--- config.mk ---
export PLATFORM = sky130hd
export DESIGN_NAME = mult_unit
export DESIGN_NICKNAME = d
export VERILOG_FILES = /design/src/rtl/mult_unit.sv
export SDC_FILE = /design/constraint.sdc
export NUM_CORES = 1
export LEC_CHECK = 0
export ABC_CLOCK_PERIOD_IN_PS = 3300
export BUFFER_PORTS_ARGS = -buffer_cell sky130_fd_sc_hd__buf_2
export CAP_MARGIN = 20
export CORE_MARGIN = 2
export CORE_UTILIZATION = 59
export CTS_CLUSTER_SIZE = 14
export DETAILED_ROUTE_END_ITERATION = 8
export PLACE_DENSITY = 0.81
export SLEW_MARGIN = 20
export SYNTH_ARGS = -nofsm -noshare
export SYNTH_HDL_FRONTEND = slang
export SYNTH_SLANG_ARGS = --single-unit
--- constraint.sdc ---
create_clock -name clk -period 3.3 [get_ports clk]
set_input_delay 0.66 -clock clk [delete_from_list [all_inputs] [get_ports clk]]
set_output_delay 0.66 -clock clk [all_outputs]
set_load 0.02 [all_outputs]
--- src/rtl/mult_unit.sv ---
// mult_unit: iterative shift-add 32x32->64 multiplier for MULT/MULTU.
// Signed operands are reduced to magnitudes, then the product sign is fixed up once at the end.
module mult_unit #(
    parameter int WIDTH = 32
) (
    input  logic             clk,
    input  logic             reset,
    input  logic             start,
    input  logic             is_signed,
    input  logic [WIDTH-1:0] op_a,
    input  logic [WIDTH-1:0] op_b,
    output logic             busy,
    output logic             done,
    output logic [WIDTH-1:0] hi,
    output logic [WIDTH-1:0] lo
);
    localparam int CW = $clog2(WIDTH);
    localparam logic [CW-1:0] LAST = CW'(WIDTH - 1);
    typedef enum logic [1:0] {IDLE, RUN, FIX, DONE} state_t;
    state_t             state_q;
    logic [WIDTH-1:0]   mcand_q, hi_q, lo_q, a_mag, b_mag;
    logic [2*WIDTH-1:0] prod_q, prod_d, res;
    logic [CW-1:0]      cnt_q;
    logic               neg_q, busy_q, done_q;
    logic [WIDTH:0]     sum;
    always_comb begin
        a_mag  = (is_signed && op_a[WIDTH-1]) ? -op_a : op_a;
        b_mag  = (is_signed && op_b[WIDTH-1]) ? -op_b : op_b;
        // 33-bit add keeps the carry-out so unsigned max operands do not overflow
        sum    = {1'b0, prod_q[2*WIDTH-1:WIDTH]} + {1'b0, (prod_q[0] ? mcand_q : {WIDTH{1'b0}})};
        prod_d = {sum, prod_q[WIDTH-1:1]};
        res    = neg_q ? (~prod_q + 1'b1) : prod_q;
    end
    always_ff @(posedge clk) begin
        if (reset) begin
            state_q <= IDLE;
            mcand_q <= '0;
            prod_q  <= '0;
            cnt_q   <= '0;
            neg_q   <= 1'b0;
            busy_q  <= 1'b0;
            done_q  <= 1'b0;
            hi_q    <= '0;
            lo_q    <= '0;
        end else begin
            done_q <= 1'b0;
            case (state_q)
                IDLE: begin
                    if (start) begin
                        state_q <= RUN;
                        busy_q  <= 1'b1;
                        mcand_q <= a_mag;
                        prod_q  <= {{WIDTH{1'b0}}, b_mag};
                        neg_q   <= is_signed & (op_a[WIDTH-1] ^ op_b[WIDTH-1]);
                        cnt_q   <= '0;
                    end
                end
                RUN: begin
                    prod_q <= prod_d;
                    cnt_q  <= cnt_q + 1'b1;
                    if (cnt_q == LAST) state_q <= FIX;
                end
                FIX: begin
                    {hi_q, lo_q} <= res;
                    busy_q       <= 1'b0;
                    done_q       <= 1'b1;
                    state_q      <= DONE;
                end
                default: state_q <= IDLE;
            endcase
        end
    end
    assign busy = busy_q;
    assign done = done_q;
    assign hi   = hi_q;
    assign lo   = lo_q;
endmodule
Word-level counts from Yosys, hierarchy flattened
Index checks and enable logic that the tools add are counted.
Cells by class
  add/sub/neg operators: 5
  equal/unequal tests: 5
  muxes and demuxes: 14
  bitwise operators: 3
  reductions and logical operators: 9
Operators by type and width (count)
  2-to-1 mux 64 bit: 2
  case mux 64 bit (2 select lines): 1
  2-to-1 mux 32 bit: 3
  adder 64 x 1 -> 64 bit, second input constant: 1
  negation 32 bit: 2
  inverter 64 bit: 1
  adder 32 x 32 -> 33 bit: 1
  case mux 5 bit (2 select lines): 1
  AND reduction 2 bit: 4
  case mux 2 bit (3 select lines): 1
  adder 5 x 1 -> 5 bit, second input constant: 1
  equality test 5 bit, second input constant: 1
  2-to-1 mux 5 bit: 1
  2-to-1 mux 2 bit: 2
  inequality test 2 bit, second input constant: 2
  nonzero test 2 bit: 2
  equality test 2 x 1 -> 1 bit, second input constant: 1
  equality test 2 bit, second input constant: 1
  logical AND 1 bit: 2
  zero test 2 bit: 1
  2-to-1 mux 1 bit: 2
  case mux 1 bit (2 select lines): 1
  AND 1 bit: 1
  XOR 1 bit: 1
Storage, ports and cells
  register bits after elaboration: 170
  input port bits: 68
  output and inout bits: 66

Logic depth before layout (Yosys ltp)
  depth after elaboration: 4
  depth in mapped cells: 14
  mapped depth without buffers: 12

Least setup slack after synthesis
OpenSTA, ideal clock, no wires.
  path kind: reg2reg
  start point: register prod_q[0]
  end point: register prod_q[61]
  setup time: 128 ps
  arrival time: 2876 ps
  data required time: 3172 ps
  slack: 296 ps
  stages on the path, launching flop included: 15
  buffers on the path: 2
  path through: dfxtp_1 -> clkbuf_1 -> clkbuf_1 -> and2_1 -> ha_1 -> inv_1 -> fa_1 -> nand2b_1 -> a21oi_1 -> o21ai_0 -> a211oi_1 -> o21ai_0 -> o41ai_1 -> xnor2_1 -> o21ai_0
Between the ends
  cells in the longest elaborated chain, start to end: 3
RTL lines
  from (decl): RTL line 22  | logic [2*WIDTH-1:0] prod_q, prod_d, res;
  from (signal assigned): RTL line 53  | prod_q <= {{WIDTH{1'b0}}, b_mag};
  from (signal assigned): RTL line 59  | prod_q <= prod_d;
  2-to-1 mux 32 bit: RTL line 30  | sum = {1'b0, prod_q[2*WIDTH-1:WIDTH]} + {1'b0, (prod_q[0] ? mcand_q : {WIDTH{1'b0}})};
  adder 32 x 32 -> 33 bit: RTL line 30
  case mux 64 bit (2 select lines): RTL line 47  | case (state_q)
Every way passes these cells.
A chain may end at the register's enable or synchronous reset.

Worst setup path in the final report
  start point: register prod_q[0]
  end point: register prod_q[57]
Same word-level chain as after synthesis.

==> results by group <==
Run status
  • Status: finished, final reports clean

Worst setup path
  • Critical path endpoint category: flip-flop
  • Crit Path Max Fanout: 3
  • Slowest stage delay, CP: 0.37 ns
  • Most frequent CP cell: o21ai_0
  • Cell Chain, Critical Path: and2_1, ha_1, inv_1, fa_1, nand2b_1, a21oi_1, o21ai_0, a211oi_1, buf_4, o21ai_0, buf_4, o31ai_1, xnor2_1, o21ai_0
  • Slowest stage cell on the critical path: dfxtp_1
  • CP Data Required Time: 3.62 ns
  • Critical Path AT: between 3 and 4 ns
  • Critical path class: flip-flop to flip-flop
  • Startpoint Class: flip-flop

Detailed routing
  • First-pass DRT Iterations: 6
  • Avg WL per Cell: 17.3 um
  • Drt drc: 0
  • WL final: 30000 um
  • Routed vias/inst: 6.11
  • Drt initial violations: 941
  • ANT nets after route: 0
  • Vias: ~11000

Timing
  • Tmin final: 3.01 ns
  • Setup ws final: 0.289 ns
  • Pins Over Slew Limit: 0
  • Post-route setup TNS: 0 ns
  • Relative slew slack: between 30% and 40%
  • RSZ-0062 raised after global routing: no
  • Worst clock skew: 0.0104 ns
  • Tcrit/Tclk final: 91.2%
  • Max Clk Rate: 0.332 GHz
  • Worst slew pin tran: 0.961 ns
  • Final hold viol count: 0
  • Setup violators final: 0

Layout
  • Final Util: 68.9%
  • Area Overhead vs Synth: 14.9%
  • Layout cells sized above 1: between 10% and 20%
  • Commonest non-fill, non-tap cell in the layout: nand2_1
  • Antenna cell count: 0
  • Most frequent cells in the layout: nand2_1, dfxtp_1, nor2_1
  • Layout net count: 1604

Clocking
  • Clk sinks: 170
  • H-tree depth: 4
  • CTS clk-pin slew, worst paths: about 0.07 ns
  • Setup Buffers After CTS: 0
  • Clock Root Buffer: clkbuf_16
  • Number of buffers created by CTS: 17
  • CTS max path bufs: 2
  • Insertion delay to the later sink of the worst-skew pair: 0.44 ns
  • CTS tree: done

Synthesis
  • Yosys Warn Count: 0
  • Number of synthesized flops with an enable pin: 0
  • Netlist Area Pre-Place: 0.0108 sq mm
  • Asr flop ratio synth: 0%
  • Syn avg cell area: 7.79 sq um
  • Ys flop type: dfxtp_1
  • Synth Instances: 1383
  • Seq/Total Area, Yosys: around a third
  • Yosys reg bits: 170
  • Synth unique cells: between 70 and 80
  • Mapped Nets: 1492

Power
  • Max IR drop VDD: 0.596 mV
  • Pwr dens: 694 mW/mm^2
  • Power consumption: roughly 0.0086 W
  • Leakage: between 5 and 6 nW

GRT
  • GRT overflow: 0
  • Pin count of the biggest net entering global routing: 62
  • Initial antenna violation count: 0
  • Gr usage total: roughly 30%
  • Number of global-route vias before repair: 9471
  • First-pass GRT wire length: 48300 um

Floorplan
  • Die width: 139 um
  • DIE AREA: 0.0194 sq mm
  • Top Ports: 134
  • CORE AREA: 0.0180 sq mm
  • Starting Density: 60.0%
  • Die H: 139 um
  • Row count: 49

Placement
  • Dpl ws: 0.0706 ns
  • GP Congestion: 0.941
  • HPWL Detailed: 22500 um
  • Port Buffers: 133

Job
  • Max-cap violation count: 0

Hold path
  • HP Class: flip-flop to flip-flop
critical path: cells and delay by family (launching register included):
kind | cells | cell delay [ns]
buffers and inverters | 3 | 0.44
AND/OR/NAND/NOR | 2 | 0.32
XOR/XNOR | 1 | 0.14
flip-flops | 1 | 0.37
AO/OA/AOI/OAI | 6 | 1.08
adder cells (fa/ha/maj) | 2 | 0.53
logic make-up after synthesis:
family	synth area share (%)
AO/OA/AOI/OAI	24.5
AND/OR/NAND/NOR	22.9
adder cells (fa/ha/maj)	4.83
multiplexers	0.662
flip-flops	31.6
buffers and inverters	4.22
XOR/XNOR	11.3
cell usage after synthesis, types with 4 or more instances:
| master | count | area, sq um |
|---|---|---|
| inv_1 | 24 | 90.1 |
| a21oi_1 | 80 | 400 |
| o21ai_0 | 106 | 531 |
| xor2_1 | 102 | 893 |
| a31oi_1 | 9 | 56.3 |
| a311oi_1 | 6 | 52.6 |
| nor4_1 | 12 | 75.1 |
| o31ai_2 | 7 | 87.6 |
| or3_4 | 4 | 45.0 |
| mux2i_1 | 6 | 60.1 |
| or4_1 | 14 | 105 |
| dfxtp_1 | 170 | 3400 |
| buf_1 | 4 | 15.0 |
| nand3_1 | 23 | 115 |
| nor3_1 | 21 | 105 |
| xnor2_1 | 37 | 324 |
| a21o_1 | 17 | 128 |
| o21bai_1 | 10 | 75.1 |
| a22oi_1 | 12 | 90.1 |
| nand4_1 | 7 | 43.8 |
| nand2b_1 | 8 | 50.1 |
| or2_2 | 6 | 37.5 |
| o41ai_1 | 10 | 87.6 |
| and2_1 | 37 | 231 |
| or4_4 | 5 | 56.3 |
| nand2_1 | 170 | 638 |
| clkbuf_1 | 79 | 297 |
| o21ai_1 | 13 | 65.1 |
| nor2_1 | 148 | 556 |
| and3_1 | 9 | 56.3 |
| o22ai_1 | 5 | 31.3 |
| or3_1 | 20 | 125 |
| o31ai_1 | 31 | 233 |
| ha_1 | 40 | 500 |
| a211oi_1 | 61 | 458 |
| nand3b_1 | 4 | 30.0 |
| o211ai_1 | 10 | 75.1 |
flip-flops by register name, indices dropped and copies added, names as in the netlist:
name,flops
lo,32
state_q,2
mcand_q,32
prod_q,64
hi,32
neg_q,1
cnt_q,5
done,1
busy,1
metal layers:
metal,global-route usage (%),part of all wire [%],vias up
met3,6.94,9.0,61
met5,0,0,-
met2,44.6,42,459
li1,-,-,5190
met1,44.3,47,4898
met4,9.09,2.0,0
report_power, final:
part / switching, W / leakage [nW] / internal, W
registers: 0.000368 / 1.39 / 0.00248
logic: 0.00235 / 3.35 / 0.00125
clock network: 0.000949 / 0.309 / 0.00119
what timing repair did:
action | in CTS | in global routing
setup endpoints to repair | 0 | 2
endpoints found under the hold margin | 0 | 0
hold buffers | 0 | 0
resized for setup | 0 | 2
stage by stage:
| stage | hold WS [ns] | cells | area (sq um) |
|---|---|---|---|
| global route | 0.461 | 1737 | 12400 |
| detailed placement | 0.439 | 1705 | 11700 |
| CTS | 0.450 | 1737 | 12400 |
| finish | 0.449 | 1737 | 12400 |
| global placement | 0.430 | 1705 | 11700 |
| floorplan | 0.417 | 1383 | 10800 |
worst paths after layout:
check / startpoint / endpoint / slack [ns] / cells past startpoint
setup / recovery: prod_q[0] / prod_q[57] / 0.29 / 14
hold / removal: hi[24] / hi[24] / 0.45 / 2
setup reg to reg: prod_q[0] / prod_q[57] / 0.29 / 14
hold reg to reg: hi[24] / hi[24] / 0.45 / 2
area by class of cell:
| type | count | area [sq um] |
|---|---|---|
| repair buffers | 182 | 1040 |
| multi-input cells | 1100 | 6930 |
| flip-flops and latches | 170 | 3400 |
| fillers | 1512 | 5590 |
| well taps | 229 | 287 |
| clock buffers | 19 | 453 |
| clock inverters | 13 | 176 |
| inverters | 24 | 90.1 |
Power figures use the tool's default switching activity.
